==> config.mk <==
export PLATFORM = sky130hd
export DESIGN_NAME = sync_fifo_param
export DESIGN_NICKNAME = d
export VERILOG_FILES = /design/src/rtl/sync_fifo_pkg.sv /design/src/rtl/fifo_ram.sv /design/src/rtl/sync_fifo_param.sv
export SDC_FILE = /design/constraint.sdc
export NUM_CORES = 1
export LEC_CHECK = 0
export CAP_MARGIN = 5
export CORE_ASPECT_RATIO = 0.75
export CORE_MARGIN = 4
export CORE_UTILIZATION = 50
export CTS_CLUSTER_SIZE = 40
export DETAILED_ROUTE_END_ITERATION = 10
export DONT_BUFFER_PORTS = 1
export PLACE_DENSITY = 0.72
export REMOVE_ABC_BUFFERS = 1
export SLEW_MARGIN = 5
export SYNTH_ARGS = -nofsm -noshare
export SYNTH_HDL_FRONTEND = slang
export SYNTH_HIERARCHICAL = 1
export SYNTH_SLANG_ARGS = --single-unit
==> constraint.sdc <==
create_clock -name clk -period 2.71 [get_ports clk]
set_input_delay 0.1355 -clock clk [delete_from_list [all_inputs] [get_ports clk]]
set_output_delay 0.1355 -clock clk [all_outputs]
set_load 0.03 [all_outputs]
==> src/rtl/sync_fifo_pkg.sv <==
// rtl/sync_fifo_pkg.sv - shared width helpers and default parameters for sync_fifo_param
package sync_fifo_pkg;

  localparam int DEF_WIDTH      = 8;
  localparam int DEF_DEPTH      = 16;
  localparam int DEF_AEMPTY_LVL = 2;

  function automatic int ptr_w(input int depth);
    return (depth < 2) ? 1 : $clog2(depth);
  endfunction

  // One extra bit so the occupancy can represent DEPTH itself.
  function automatic int cnt_w(input int depth);
    return ptr_w(depth) + 1;
  endfunction

endpackage

==> src/rtl/fifo_ram.sv <==
// rtl/fifo_ram.sv - WIDTH x DEPTH storage, one write port, one registered read port
module fifo_ram
  import sync_fifo_pkg::*;
#(
  parameter int WIDTH = DEF_WIDTH,
  parameter int DEPTH = DEF_DEPTH
) (
  input  logic                    clk,
  input  logic                    rst_n,
  input  logic                    we,
  input  logic [ptr_w(DEPTH)-1:0] waddr,
  input  logic [WIDTH-1:0]        wdata,
  input  logic                    re,
  input  logic [ptr_w(DEPTH)-1:0] raddr,
  output logic [WIDTH-1:0]        rdata
);

  logic [WIDTH-1:0] mem [DEPTH];

  // Array is intentionally left unreset; a same-address read returns the old word.
  always_ff @(posedge clk) begin
    if (we) mem[waddr] <= wdata;
  end

  always_ff @(posedge clk or negedge rst_n) begin
    if (!rst_n)  rdata <= '0;
    else if (re) rdata <= mem[raddr];
  end

endmodule

==> src/rtl/sync_fifo_param.sv <==
// rtl/sync_fifo_param.sv - parameterised synchronous FIFO with flags and error pulses
// Define SYNC_FIFO_OVERWRITE_EN to let a write into a full FIFO replace the oldest entry.
module sync_fifo_param
  import sync_fifo_pkg::*;
#(
  parameter int WIDTH      = DEF_WIDTH,
  parameter int DEPTH      = DEF_DEPTH,
  parameter int AFULL_LVL  = DEPTH - 2,
  parameter int AEMPTY_LVL = DEF_AEMPTY_LVL
) (
  input  logic                    clk,
  input  logic                    rst_n,
  input  logic                    flush,
  input  logic                    wen,
  input  logic [WIDTH-1:0]        wdata,
  input  logic                    ren,
  output logic [WIDTH-1:0]        rdata,
  output logic                    rvalid,
  output logic [cnt_w(DEPTH)-1:0] count,
  output logic                    full,
  output logic                    empty,
  output logic                    almost_full,
  output logic                    almost_empty,
  output logic                    overflow,
  output logic                    underflow
);

  localparam int AW = ptr_w(DEPTH);
  localparam int CW = cnt_w(DEPTH);
  localparam logic [CW-1:0] FULL_C   = CW'(DEPTH);
  localparam logic [CW-1:0] AFULL_C  = CW'(AFULL_LVL);
  localparam logic [CW-1:0] AEMPTY_C = CW'(AEMPTY_LVL);

  logic [AW-1:0] waddr, raddr;
  logic          ovw, do_write, do_read, inc, dec;

  assign full         = (count == FULL_C);
  assign empty        = (count == '0);
  assign almost_full  = (count >= AFULL_C);
  assign almost_empty = (count <= AEMPTY_C);

`ifdef SYNC_FIFO_OVERWRITE_EN
  assign ovw = !flush && wen && !ren && full;
`else
  assign ovw = 1'b0;
`endif

  // Full with a concurrent read frees a slot, so the write is taken as well.
  assign do_write = !flush && wen && (!full || ren || ovw);
  assign do_read  = !flush && ren && !empty;
  assign inc      = do_write && !do_read && !ovw;
  assign dec      = do_read && !do_write;

  always_ff @(posedge clk or negedge rst_n) begin
    if (!rst_n) begin
      waddr     <= '0;
      raddr     <= '0;
      count     <= '0;
      rvalid    <= 1'b0;
      overflow  <= 1'b0;
      underflow <= 1'b0;
    end else if (flush) begin
      waddr     <= '0;
      raddr     <= '0;
      count     <= '0;
      rvalid    <= 1'b0;
      overflow  <= 1'b0;
      underflow <= 1'b0;
    end else begin
      if (do_write)           waddr <= waddr + 1'b1;
      if (do_read || ovw)     raddr <= raddr + 1'b1;
      if (inc)                count <= count + 1'b1;
      else if (dec)           count <= count - 1'b1;
      rvalid    <= do_read;
      overflow  <= wen && !ren && full;
      underflow <= ren && empty;
    end
  end

  fifo_ram #(
    .WIDTH (WIDTH),
    .DEPTH (DEPTH)
  ) u_ram (
    .clk   (clk),
    .rst_n (rst_n),
    .we    (do_write),
    .waddr (waddr),
    .wdata (wdata),
    .re    (do_read),
    .raddr (raddr),
    .rdata (rdata)
  );

endmodule

==> results of run 1 <==
-- routing by layer --
| layer | GRT usage | up-vias | part of all wire |
|---|---|---|---|
| met5 | 0 | - | 0 |
| met1 | 0.252 | 1605 | 0.41 |
| met2 | 0.281 | 123 | 0.48 |
| met4 | 0.0548 | 0 | 0.0079 |
| met3 | 0.0529 | 11 | 0.10 |
| li1 | - | 1435 | - |
-- worst max-delay path, cell delays in order (launching register included) --
cell,delay (ns)
dfrtp_1,0.40
nor4_4,0.33
buf_4,0.18
a31oi_4,0.09
nand2_2,0.09
buf_4,0.13
ha_1,0.24
a21o_1,0.16
a21o_1,0.19
and3_1,0.18
o21ai_0,0.13
or3b_1,0.35
-- per-stage QoR --
step | cell area (µm²) | power, µW | cells | TNS [ns] | hold slack, ns
after floorplan | 6140 | 3820 | 315 | -0.588 | -0.160
final | 7390 | 6640 | 561 | 0 | 0.100
after detailed placement | 6590 | 4180 | 512 | 0 | -0.159
after global routing | 7390 | 6930 | 561 | -0.0218 | 0.153
after CTS | 7350 | 6640 | 558 | 0 | 0.121
after global placement | 6590 | 4130 | 512 | 0 | -0.159
-- cells by family (layout without fill, tap and decap cells) --
kind of cell | after synthesis | count (layout) | synth area share
adders and majority gates | 7 | 7 | 0.0151
and+or+nand+nor | 70 | 70 | 0.0559
AOI/OAI and AO/OA | 31 | 31 | 0.0482
xor gates and xnor gates | 9 | 9 | 0.0155
muxes | 41 | 41 | 0.133
DFF | 152 | 152 | 0.707
buffers and inverters | 21 | 85 | 0.0253
-- power breakdown --
group,switching [µW],internal [µW],leakage (µW)
Clock,998,1400,0.000294
Combinational,764,555,0.000820
Sequential,250,2670,0.00146
-- final timing paths --
check | startpoint | to | slack [ns] | depth (start not counted)
min in group asynchronous | rst_n | rvalid | 0.16 | 2
min reg2reg | raddr[1] | raddr[1] | 0.62 | 2
max in group asynchronous | rst_n | u_ram/rdata[4] | 2.39 | 2
min | flush | count[4] | 0.10 | 2
max | count[2] | count[4] | 0.1 | 11
max reg2reg | count[2] | count[4] | 0.1 | 11
-- area by class of cell --
cell class / count / area, µm²
clock buffer: 17 / 425
inverter: 5 / 18.8
timing repair buffer: 48 / 405
fill: 909 / 4920
multi-input combinational: 158 / 1700
tap: 166 / 208
sequential: 152 / 4440
clock inverter: 15 / 183
-- cell usage after synthesis, drive strengths merged, types with 2 or more instances --
library cell	count
a2111oi	2
a21o	4
a221oi	8
a22o	2
and2	2
buf	15
dfrtp	24
edfxtp	128
ha	6
inv	5
mux2i	8
mux4	32
nand2	11
nand2b	7
nand3	5
nand3b	2
nand4	2
nor2	29
nor3	6
nor4	2
o21ai	4
o22ai	8
or3b	2
xor2	8
-- registers in the layout (all words and copies together), names as in the netlist --
name / flops
u_ram/rdata: 8
overflow: 1
u_ram/mem: 128
raddr: 4
underflow: 1
waddr: 4
rvalid: 1
count: 5
-- repair_timing --
action	CTS	global route
hold endpoints to repair	163	0
setup endpoints to repair	0	1
setup buffers	0	3
hold buffers	14	0
resized for setup	0	4
-- cells in the final DEF, fill, tap and decap left out, types with 8 or more instances in the layout --
| cell | Yosys | layout |
|---|---|---|
| edfxtp_1 | 128 | 128 |
| buf_4 | 2 | 34 |
| nor2_1 | 29 | 29 |
| mux4_2 | 26 | 26 |
| dfrtp_1 | 24 | 24 |
| clkbuf_16 | 0 | 17 |
| dlygate4sd3_1 | 0 | 13 |
| nand2_1 | 11 | 10 |
| xor2_1 | 8 | 8 |
| mux2i_1 | 8 | 8 |
| a221oi_2 | 8 | 8 |
==> impl_metrics.env, run 1 <==
export IMPL_status="finished, final reports clean"
export IMPL_grt_pass1_vias=3344
export IMPL_overflow=0
export IMPL_ir_drop_mv=0.563
export IMPL_synthFlopType="edfxtp_1"
export IMPL_io_pins=33
export IMPL_insertion_delay_ns=0.42
export IMPL_grt_use_total=0.182
export IMPL_clkTransAtPathRegs_ns=0.07
export IMPL_async_reset_ff_frac=0.158
export IMPL_num_rows=35
export IMPL_syn_area_um2=6280
export IMPL_drv_cap=0
export IMPL_wl_mm=12.1
export IMPL_antenna_found_initial=0
export IMPL_synth_top_cell_area_share=0.612
export IMPL_worst_path_max_fanout=4
export IMPL_die_y_um=105
export IMPL_die_x_um=137
export IMPL_fin_nets=402
export IMPL_synth_edf_count=128
export IMPL_vias_per_cell=5.66
export IMPL_slew_headroom=0.376
export IMPL_area_growth_pct=17.5
export IMPL_netlist_top_cells_area="edfxtp_1, dfrtp_1, mux4_2, mux4_1, a221oi_2"
export IMPL_period_needed_ns=2.61
export IMPL_clk_root_buffer_cell="clkbuf_16"
export IMPL_yosysWarnings=6
export IMPL_wl_per_cell_um=21.6
export IMPL_htree_levels=4
export IMPL_synth_seq_area_share=0.707
export IMPL_dieArea_um2=14400
export IMPL_synthDistinctLibCells=44
export IMPL_maxSlewViolCount=0
export IMPL_cts_sinks=152
export IMPL_first_pass_iters=4
export IMPL_drc=0
export IMPL_ys_ff_latch=152
export IMPL_power_density_nw_per_um2=898
export IMPL_syn_avg_cell_area_um2=19.0
export IMPL_setup_slack_ns=0.0975
export IMPL_cts_buffers=17
export IMPL_cts_tree="yes"
export IMPL_drt_iter0_drc=244
export IMPL_gp_congestion=0.791
export IMPL_cp_data_required_time_ns=3.01
export IMPL_dpl_worst_slack_ns=0.0464
export IMPL_grt_pass1_wl_mm=19.0
export IMPL_setup_viol=0
export IMPL_start_util=0.511
export IMPL_netlist_instances=331
export IMPL_hp_class="in -> reg"
export IMPL_cp_end_kind="flop"
export IMPL_period_share=0.964
export IMPL_synth_top_area_cell="edfxtp_1"
export IMPL_clockBufferDepth=2
export IMPL_fin_util=0.600
export IMPL_max_freq_ghz=0.383
export IMPL_hold_viol_final=0
export IMPL_drive_gt1_frac=0.289
export IMPL_critical_path_startpoint_type="flop"
export IMPL_dr_total_vias=3174
export IMPL_grt_start_max_net_pins=25
export IMPL_coreArea_um2=12300
export IMPL_critPathArrivalTime_ns=2.92
export IMPL_dp_hpwl_mm=7.74
export IMPL_skew_ns=0.00894
export IMPL_n_antenna_cell=0
export IMPL_crit_type="reg -> reg"
export IMPL_worst_pin_slew_ns=0.934
export IMPL_p_leak_uw=0.00257
export IMPL_ant_nets=0
export IMPL_io_buffers=0
No activity file was read; power rests on OpenSTA's default activity.
==> run 2: changes to the inputs <==
Settings changed: CORE_UTILIZATION 50 to 57, PLACE_DENSITY 0.72 to 0.79.
Clock period 2.71 ns to 2.23 ns, I/O delays scaled along.
==> impl_metrics.env, run 2 (same netlist as run 1, synthesis figures left out) <==
export IMPL_rsz0062_at_grt="yes"
export IMPL_power_uw=8190
export IMPL_final_cell_mix="edfxtp_1, mux4_2, dfrtp_1, buf_4, nor2_1"
export IMPL_area_growth_pct=18.8
export IMPL_die_y_um=98.9
export IMPL_n_antenna_cell=0
export IMPL_gp_congestion=0.797
export IMPL_cts_tree="yes"
export IMPL_crit_type="reg -> reg"
export IMPL_fin_nets=397
export IMPL_io_pins=33
export IMPL_critical_path_startpoint_type="flop"
export IMPL_drc=0
export IMPL_r2r_start="count[1]"
export IMPL_hp_class="in -> reg"
export IMPL_clkTransAtPathRegs_ns=0.06
export IMPL_final_cell_area_um2=7460
export IMPL_clk_root_buffer_cell="clkbuf_16"
export IMPL_placedCellCount=479
export IMPL_num_rows=32
export IMPL_max_freq_ghz=0.412
export IMPL_io_buffers=0
export IMPL_grt_pass1_vias=3471
export IMPL_start_util=0.597
export IMPL_worst_pin_slew_ns=0.565
export IMPL_final_cells=526
export IMPL_cts_buffers=17
export IMPL_hold_viol_final=1
export IMPL_final_common_cell="edfxtp_1"
export IMPL_wl_per_cell_um=23.8
export IMPL_setup_viol=9
export IMPL_drive_gt1_frac=0.308
export IMPL_vias_per_cell=6.15
export IMPL_dr_total_vias=3235
export IMPL_drt_iter0_drc=355
export IMPL_ant_nets=0
export IMPL_min_to="waddr[0]"
export IMPL_grt_pass1_wl_mm=19.5
export IMPL_cts_sinks=152
export IMPL_critPathArrivalTime_ns=2.72
export IMPL_die_x_um=129
export IMPL_p_leak_uw=0.00256
export IMPL_largest_register="u_ram/mem"
export IMPL_period_share=1.09
export IMPL_period_needed_ns=2.43
export IMPL_dp_hpwl_mm=7.59
export IMPL_top_regs="u_ram/mem: 128 flops, u_ram/rdata: 8 flops, count: 5 flops"
export IMPL_hold_ws_ns=-0.0517
export IMPL_antenna_found_initial=0
export IMPL_drv_cap=0
export IMPL_worst_path_max_fanout=3
export IMPL_cp_data_required_time_ns=2.52
export IMPL_clockBufferDepth=2
export IMPL_slew_headroom=0.622
export IMPL_grt_start_max_net_pins=35
export IMPL_setup_slack_ns=-0.198
export IMPL_rrSetupSlack_ns=-0.20
export IMPL_coreArea_um2=10500
export IMPL_ir_drop_mv=0.665
export IMPL_crit_chain="nor4_4 > buf_4 > a31oi_4 > nand2_4 > buf_6 > ha_1 > a21o_1 > nor3_2 > a2111oi_0 > or3b_1"
export IMPL_skew_ns=0.00594
export IMPL_power_density_nw_per_um2=1100
export IMPL_wl_mm=12.5
export IMPL_worstHoldPathCells=3
export IMPL_cp_end_kind="flop"
export IMPL_finalSetupTns_ns=-0.265
export IMPL_violations="negative hold slack, negative setup slack"
export IMPL_first_pass_iters=5
export IMPL_fillers=624
export IMPL_status="finished, violations left"
export IMPL_max_stage_delay_ns=0.40
export IMPL_reg2reg_depth=10
export IMPL_dieArea_um2=12800
export IMPL_insertion_delay_ns=0.42
export IMPL_post_dp_cell_area_um2=6560
export IMPL_largest_reg_flops=128
export IMPL_maxSlewViolCount=0
export IMPL_crit_slowest_cell="dfrtp_1"
export IMPL_overflow=0
export IMPL_worstReg2RegEnd="count[4]"
export IMPL_seq_area_um2=4440
export IMPL_grt_use_total=0.211
export IMPL_htree_levels=4
export IMPL_multi_input_comb_area_um2=1810
export IMPL_min_delay_start="wen"
==> run 2: power breakdown <==
part | internal [µW] | switching (µW) | leakage [µW] | total (µW)
Combinational | 737 | 927 | 0.000810 | 1660
Sequential | 3250 | 316 | 0.00146 | 3560
Clock | 1870 | 1090 | 0.000292 | 2960
Total | 5850 | 2330 | 0.00256 | 8190
==> run 2: through the flow <==
step                 util  setup slack [ns]
global route        0.709            -0.301
finish              0.709            -0.198
detailed placement  0.623            -0.331
CTS                 0.702            -0.206
floorplan               -            -0.761
global placement    0.623            -0.248
==> run 2: final cells by class <==
class / count / share of cell area
sequential: 152 / 0.595
multi-input combinational: 158 / 0.243
clock buffer: 20 / 0.0585
timing repair buffer: 43 / 0.0548
clock inverter: 12 / 0.0235
tap: 136 / 0.0228
inverter: 5 / 0.00251
==> run 2: repair_timing <==
action	4_1_cts	5_1_grt
resized for setup	16	18
hold endpoints to repair	163	0
hold buffers	14	0
buffers inserted	2	0
pin swaps	7	3
endpoints found under the setup margin	81	114
==> run 2: worst max-delay path by stage <==
stage / cells past startpoint / end / slack (ns) / startpoint
floorplan: 9 / count[4] / -0.76 / count[1]
global placement: 9 / count[4] / -0.25 / count[1]
detailed placement: 9 / count[4] / -0.33 / count[1]
CTS: 9 / count[4] / -0.21 / count[2]
global route: 9 / count[4] / -0.30 / count[1]
finish: 10 / count[4] / -0.20 / count[1]
==> run 2: per-layer routing <==
layer | global-route usage | wire [µm]
met4 | 0.0783 | 145
met2 | 0.312 | 6000
met3 | 0.0650 | 1020
met1 | 0.299 | 5350
met5 | 0 | 0
==> run 2: worst max-delay path: cells and delay by family, from the launching register on <==
kind	cells	cell delay (ns)
fa+ha+maj	1	0.23
simple gates	4	0.97
compound gates	3	0.42
buf+inv	2	0.29
flops	1	0.40
